## config.mk

```make
export PLATFORM = sky130hd
export DESIGN_NAME = fir_stream_source
export DESIGN_NICKNAME = d
export VERILOG_FILES = /design/src/rtl/fir_stream_source.sv
export SDC_FILE = /design/constraint.sdc
export NUM_CORES = 1
export LEC_CHECK = 0
export CORE_ASPECT_RATIO = 0.75
export CORE_UTILIZATION = 51
export DETAILED_ROUTE_END_ITERATION = 10
export PLACE_DENSITY = 0.88
export RECOVER_POWER = 100
export SKIP_LAST_GASP = 1
export SLEW_MARGIN = 5
export SYNTH_ARGS = -nofsm -noshare
export SYNTH_HDL_FRONTEND = slang
export SYNTH_SLANG_ARGS = --single-unit
```

## constraint.sdc

```tcl
create_clock -name clk -period 2 [get_ports clk]
set_input_delay 0.4 -clock clk [delete_from_list [all_inputs] [get_ports clk]]
set_output_delay 0.4 -clock clk [all_outputs]
set_load 0.02 [all_outputs]
```

## src/rtl/fir_stream_source.sv

```systemverilog
// Host-to-FIR transmit front end: buffers samples in a small FIFO and drives the FIR stream,
// and sequences a full coefficient reload once the sample stream has drained.
module fir_stream_source #(
  parameter int unsigned DATA_W     = 6,
  parameter int unsigned FIFO_DEPTH = 4,
  parameter int unsigned COEF_WORDS = 3,
  parameter int unsigned CNT_W      = 16
) (
  input  logic              clk,
  input  logic              reset,
  input  logic [DATA_W-1:0] host_data,
  input  logic              host_valid,
  input  logic              host_is_coeff,
  output logic              host_ready,
  output logic [DATA_W-1:0] m_axis_fir_tdata,
  output logic              m_axis_fir_tvalid,
  input  logic              m_axis_fir_tready,
  output logic              m_set_coeffs,
  output logic              load_done,
  output logic [CNT_W-1:0]  sample_count
);

  localparam int unsigned PtrW = (FIFO_DEPTH > 1) ? $clog2(FIFO_DEPTH) : 1;
  localparam int unsigned CntW = PtrW + 1;
  localparam int unsigned IdxW = (COEF_WORDS > 1) ? $clog2(COEF_WORDS) : 1;
  localparam logic [CntW-1:0] FullCnt = CntW'(FIFO_DEPTH);
  localparam logic [IdxW-1:0] LastIdx = IdxW'(COEF_WORDS - 1);

  typedef enum logic [1:0] {StStream, StDrain, StLoad} state_e;

  state_e             state_q, state_d;
  logic [DATA_W-1:0]  fifo_q [FIFO_DEPTH];
  logic [DATA_W-1:0]  shadow_q [COEF_WORDS];
  logic [PtrW-1:0]    wr_ptr_q, rd_ptr_q;
  logic [CntW-1:0]    count_q, count_d;
  logic [IdxW-1:0]    coef_idx_q, coef_idx_d;
  logic               tvalid_q, load_done_q;
  logic [CNT_W-1:0]   sample_count_q;
  logic               fifo_full, push, pop, coef_wr, enter_load, leave_load;

  assign fifo_full  = (count_q == FullCnt);
  assign host_ready = !reset && (state_q == StStream) && !fifo_full;
  assign push       = host_valid && host_ready && !host_is_coeff;
  assign coef_wr    = host_valid && host_ready && host_is_coeff;
  assign pop        = tvalid_q && m_axis_fir_tready;

  // FIFO occupancy next-state; simultaneous push and pop cancel out
  always_comb begin
    count_d = count_q;
    if (push && !pop) begin
      count_d = count_q + 1'b1;
    end else if (!push && pop) begin
      count_d = count_q - 1'b1;
    end
  end

  // Mode sequencing: collect coefficients, wait for an empty stream, then replay the shadow words
  always_comb begin
    state_d    = state_q;
    coef_idx_d = coef_idx_q;
    enter_load = 1'b0;
    leave_load = 1'b0;
    unique case (state_q)
      StStream: begin
        if (coef_wr) begin
          if (coef_idx_q == LastIdx) begin
            state_d    = StDrain;
            coef_idx_d = '0;
          end else begin
            coef_idx_d = coef_idx_q + 1'b1;
          end
        end
      end
      StDrain: begin
        if (!tvalid_q && (count_q == '0)) begin
          state_d    = StLoad;
          enter_load = 1'b1;
        end
      end
      StLoad: begin
        if (coef_idx_q == LastIdx) begin
          state_d    = StStream;
          coef_idx_d = '0;
          leave_load = 1'b1;
        end else begin
          coef_idx_d = coef_idx_q + 1'b1;
        end
      end
      default: begin
        state_d    = StStream;
        coef_idx_d = '0;
      end
    endcase
  end

  // Control state, FIFO pointers, registered stream valid and counters
  always_ff @(posedge clk or posedge reset) begin
    if (reset) begin
      state_q        <= StStream;
      coef_idx_q     <= '0;
      wr_ptr_q       <= '0;
      rd_ptr_q       <= '0;
      count_q        <= '0;
      tvalid_q       <= 1'b0;
      load_done_q    <= 1'b0;
      sample_count_q <= '0;
    end else begin
      state_q     <= state_d;
      coef_idx_q  <= coef_idx_d;
      count_q     <= count_d;
      // valid follows occupancy one cycle later, so it only drops after the last word leaves
      tvalid_q    <= (count_d != '0);
      load_done_q <= leave_load;
      if (push) begin
        wr_ptr_q <= wr_ptr_q + 1'b1;
      end
      if (pop) begin
        rd_ptr_q <= rd_ptr_q + 1'b1;
      end
      if (enter_load) begin
        sample_count_q <= '0;
      end else if (pop && (sample_count_q != '1)) begin
        sample_count_q <= sample_count_q + 1'b1;
      end
    end
  end

  // Coefficient shadow registers filled from the host in order
  always_ff @(posedge clk or posedge reset) begin
    if (reset) begin
      for (int i = 0; i < COEF_WORDS; i++) begin
        shadow_q[i] <= '0;
      end
    end else if (coef_wr) begin
      shadow_q[coef_idx_q] <= host_data;
    end
  end

  // Sample storage; occupancy alone decides which entries are live
  always_ff @(posedge clk) begin
    if (push) begin
      fifo_q[wr_ptr_q] <= host_data;
    end
  end

  // Output data mux: shadow word while loading, FIFO head while valid, otherwise zero
  always_comb begin
    m_axis_fir_tdata = '0;
    if (state_q == StLoad) begin
      m_axis_fir_tdata = shadow_q[coef_idx_q];
    end else if (tvalid_q) begin
      m_axis_fir_tdata = fifo_q[rd_ptr_q];
    end
  end

  assign m_axis_fir_tvalid = tvalid_q;
  assign m_set_coeffs      = (state_q == StLoad);
  assign load_done         = load_done_q;
  assign sample_count      = sample_count_q;

endmodule

```

# Word-level counts from Yosys, hierarchy flattened
# Memories as Yosys holds them, arrays and structs flattened.
# Index checks and enable logic that the tools add are counted.
# totals
reg_bits,47
memories,1
mem_bits_rw,24
output_inout_bits,26
# mem_list
name,depth,width,read_ports,rd_clocked_by_memory_dff,wr,line_no,text
fifo_q,4,6,1,0,1,32,logic [DATA_W-1:0] fifo_q [FIFO_DEPTH];
# classes
n_lt_le_gt_ge,2
n_bitwise,2
n_eq_ne,9
reduce_logical,23
n_mux,26
n_addsub,6
# op_table
op,n
two-way mux 16 bit,2
two-way mux 6 bit,5
bitwise mux 18 bit,1
"adder 16 x 1 -> 16 bit, second input constant",1
"inequality test 16 bit, second input constant",1
binary-select mux 6 bit (select 2 bit),1
demux 6 bit (select 2 bit),1
two-way mux 2 bit,6
case mux 2 bit (3 select lines),2
logical AND 1 bit,11
"adder 2 x 1 -> 2 bit, second input constant",3
zero test 1 bit,6
two-way mux 1 bit,6
two-way mux 3 bit,2
"equality test 2 bit, second input constant",2
"inequality test 2 x 1 -> 1 bit, second input constant",2
"inequality test 2 bit, second input constant",2
AND reduction 4 bit,1
"adder 3 x 1 -> 3 bit, second input constant",1
"equality test 3 bit, second input constant",1
"greater-or-equal comparator 3 bit, second input constant",1
zero test 3 bit,1
"less-than comparator 3 x 1 -> 1 bit, second input constant",1
NOT 2 -> 3 bit,1
other kinds (7),7

# Logic depth before layout (Yosys ltp)
# depth
word_depth,10
ltp_mapped,8
ltp_nobuf,7

# Least setup slack after synthesis
# Ideal clock, no wire load.
# synth_path
kind,register -> register
from,register count_q[0]
to,register shadow_q[12] (netlist name)
period_less_slack_ns,2.280
n_path_buf,1
setup_time_ns,0.125
stages_incl_launch_ff,9
setup_slack_ns,-0.280
arrival_ns,2.155
cell_sequence,dfrtp_1 > inv_1 > ha_1 > a2111o_1 > inv_2 > nand3_2 > or3_1 > buf_6 > mux2_4
# synth_between
elab_chain_len,5
# synth_rtl
element,line_no,text
start: declaration,35,"logic [CntW-1:0] count_q, count_d;"
start signal: assignment,110,count_q <= count_d;
equality test 3 bit,41,assign fifo_full = (count_q == FullCnt);
zero test 1 bit,42,assign host_ready = !reset && (state_q == StStream) && !fifo_full;
logical AND 1 bit,42,
net host_ready,14,"output logic host_ready,"
logical AND 1 bit (2 in a row),44,assign coef_wr = host_valid && host_ready && host_is_coeff;
end signal: indexed assignment,135,shadow_q[coef_idx_q] <= host_data;
end: declaration,33,logic [DATA_W-1:0] shadow_q [COEF_WORDS];
# The timed path passes the listed nets, and every way through them passes these cells.
# A chain may end at the register's enable or synchronous reset.

# Final worst setup path
# layout_path
from,register rd_ptr_q[0]
to,output port m_axis_fir_tdata[5]
# layout_between
elab_chain_len,3
# layout_rtl
element,line_no,text
start: declaration,34,"logic [PtrW-1:0] wr_ptr_q, rd_ptr_q;"
start signal: assignment,118,rd_ptr_q <= rd_ptr_q + 1'b1;
memory (4 x 6 bit),--,
two-way mux 6 bit,151,end else if (tvalid_q) begin
two-way mux 6 bit,149,if (state_q == StLoad) begin
end: declaration,15,"output logic [DATA_W-1:0] m_axis_fir_tdata,"
# No other way between the ends.

==> impl_results.md <==
- Area leader, netlist: dfrtp_1
- Post-layout util: 70.39%
- Avg Cell Area, Syn: 12.04 µm²
- Core area: 6381 µm²
- Detailed Route WL: 8517 µm
- Layout cell share with drive strength beyond 1: 30.08%
- Relative slew slack: 22.56%
- Worst Setup Path Type: flop to primary output
- Multi-input logic area: 1594 µm²
- Hold Path End: sample_count[6]$_DFFE_PP0P_
- Sink Count: 71
- Async SR Flop Fraction: 66.20%
- Peak supply drop: 0.0008746 V
- Synth warnings: 0
- HP Class: flop to flop
- Slew @ Worst Pin: 1.162 ns
- Initial core utilization: 53.59%
- CTS tree: done
- Total vias in the final route: 2659
- Max clock buf depth: 2
- CP Data Arrival Time: 1.79 ns
- P&R area growth vs syn: 31.36%
- Post-synthesis sequential area ratio: 55.47%
- H-tree level count: 3
- First-pass GRT wire length: 12890 µm
- Final GP Congestion: 0.8342
- Most frequent cell after synthesis: dfrtp_1
- Post-Synthesis Cells: 284
- Via/cell ratio: 6.043
- Post-DR wirelength/cell: 19.36 µm
- Chip Height: 72.92 µm
- Final net count: 373
- 1st-iter DRT viols: 225
- Synth Flop Type: dfrtp_1
- Worst-path fanout max: 6
- First drt pass iteration count: 5
- Vias in the first global route: 2463
- Yosys top cell area share: 34.39%
- I/O Pins: 37
- Worst R2R Setup Slack: -0.08 ns
- PwrDens: 1400 nW/µm²
- Slew Viols, Final: 0
- Total track usage: 25.67%
- List of most frequent post-synthesis cells: dfrtp_1 (47), edfxtp_1 (24), nand2_1 (21)
- Max Freq: 456.4 MHz
- Post-DP HPWL: 5484 µm
- Min Clock Period, post-route: 2.191 ns
- PortBufs: 36
- Initial antenna violation count: 0
- Status: complete, but fails checks
- Antenna-violating nets left: 0
- Max-capacitance violation count: 0
- TritonCTS Buffers: 9
- Leak: 1.872 nW
- Cell area after synthesis: 3420 µm²
- Worst hold start: sample_count[6]$_DFFE_PP0P_
- Hold depth: 1
- Synth cell types: 51
- Die Wd: 96.55 µm
- Failing checks: setup timing
- Synthesized Nets: 303
- R2R Path End: shadow_q[7]$_DFFE_PP0P_
- DRC: 0
- Diodes inserted: 0
- CP startpoint: rd_ptr_q[0]$_DFFE_PP0P_
- Post-synth EDFFs: 24
- Register Area: 1898 µm²
- Worst setup EP type: primary output
- CTS root buf: clkbuf_8
- Period utilization: 109.6%
- Clock skew: 0.01518 ns
- FILL cells: 442
- Worst Reg-to-Reg Cells: 8
- Largest cells by area after synthesis: dfrtp_1 (34%), edfxtp_1 (21%), mux2_2 (4.0%)
- Setup ws final: -0.1912 ns
- Row Count: 25
- Worst path required time: 1.60 ns
- Clock latency on the worst-skew pair: 0.36 ns
- Final Hold Vio Count: 0
- RSZ-0062 raised after global routing: true
- Final Total Pwr: 6.290 mW
- Worst Setup Start Kind: flop
- Yosys reg bits: 71
- GRT Residual Overflow: 0
- Reg2Reg Launch Point: count_q[1]$_DFF_PP0_
- Endpoints failing setup: 22
- Die area: 7040 µm²
- Largest net degree at the start of global routing: 48
- Reg clk slew, reported paths: 0.08 ns
-- flip-flops by register name (all words and copies together) (netlist names), 2 cells and up --
name,flops
count_q,3
sample_count,16
shadow_q,18
state_q,2
rd_ptr_q,2
wr_ptr_q,2
coef_idx_q,2
fifo_q,24
-- where the power goes --
group / internal (mW) / leakage (nW) / switching [mW] / total [mW]
clock network: 0.706 / 0.106 / 0.571 / 1.28
logic: 1.44 / 0.958 / 1.32 / 2.76
registers: 1.88 / 0.809 / 0.379 / 2.25
-- worst max path at each step --
stage / to / slack, ns / cells after the start
floorplan: shadow_q[12]$_DFFE_PP0P_ / -0.16 / 8
finish: m_axis_fir_tdata[5] / -0.19 / 5
global placement: shadow_q[16]$_DFFE_PP0P_ / -0.35 / 6
global route: m_axis_fir_tdata[5] / -0.23 / 5
detailed placement: shadow_q[14]$_DFFE_PP0P_ / -0.42 / 6
CTS: m_axis_fir_tdata[0] / -0.21 / 5
-- metal layers --
layer / wire length [µm] / global-route usage (%)
met5: 0 / 0
met2: 4055 / 37.32
met3: 549 / 6.146
met1: 3714 / 37.05
met4: 198 / 10.78
-- cell type report --
cell class	instances	area share, %
inverters	8	0.7242
multi-input cells	191	35.49
well taps	81	2.256
flip-flops and latches	71	42.26
clock inverters	5	1.811
repair buffers	73	14.54
clock buffers	11	2.925
-- logic make-up after synthesis --
family,Yosys count,share of synthesized area [%]
buffers and inverters,22,2.817
DFF,71,55.47
adders and majority gates,8,2.927
and+or+nand+nor,96,15.18
xor gates and xnor gates,3,0.7685
AOI/OAI and AO/OA,49,9.074
muxes,35,13.76
-- timing repair --
item	4_1_cts	5_1_grt
resized for setup	50	36
endpoints found under the setup margin	26	56
pin swaps	1	3
hold buffers	0	0
buffers inserted	5	2
endpoints found under the hold margin	0	0
-- per-stage QoR --
stage / instance area [µm²] / setup WS [ns] / TNS [ns] / std cells / hold slack (ns)
2_1_floorplan: 3453 / -0.1636 / -1.756 / 284 / 0.4805
3_3_place_gp: 4113 / -0.3476 / -9.182 / 418 / 0.4854
3_5_place_dp: 4113 / -0.4207 / -11.72 / 418 / 0.4937
4_1_cts: 4384 / -0.2080 / -2.074 / 439 / 0.5040
5_1_grt: 4492 / -0.2278 / -3.055 / 440 / 0.5423
6_report: 4492 / -0.1912 / -2.056 / 440 / 0.5083
-- critical path, cell delays in order, from the launching register on --
cell and delay [ns]:
dfrtp_1 0.42, buf_12 0.15, mux4_2 0.55, nand3_2 0.10, o21ai_1 0.06, buf_2 0.16
-- layout by cell type, fill, tap and decap left out, types with 3 or more instances in the layout --
cell | Yosys | final
a21oi_1 | 14 | 14
and2_1 | 4 | 4
and3_4 | 0 | 4
and4_1 | 5 | 5
buf_2 | 2 | 3
buf_4 | 1 | 30
buf_6 | 1 | 6
clkbuf_1 | 9 | 3
clkbuf_8 | 0 | 9
clkdlybuf4s50_1 | 0 | 21
dfrtp_1 | 47 | 46
dlygate4sd3_1 | 0 | 7
edfxtp_1 | 24 | 24
ha_1 | 8 | 7
inv_1 | 7 | 5
mux2_4 | 6 | 18
mux2i_1 | 11 | 11
mux4_2 | 6 | 6
nand2_1 | 21 | 20
nand2b_1 | 4 | 3
nand3_1 | 12 | 7
nand3_2 | 1 | 5
nand4_1 | 3 | 3
nor2_1 | 15 | 14
nor2b_1 | 4 | 4
nor3_1 | 8 | 7
o211ai_1 | 3 | 3
o21ai_0 | 13 | 6
o21ai_1 | 0 | 4
o21ai_2 | 0 | 3
o31ai_1 | 4 | 4
xnor2_1 | 3 | 3
(Power assumes the default switching activity.)
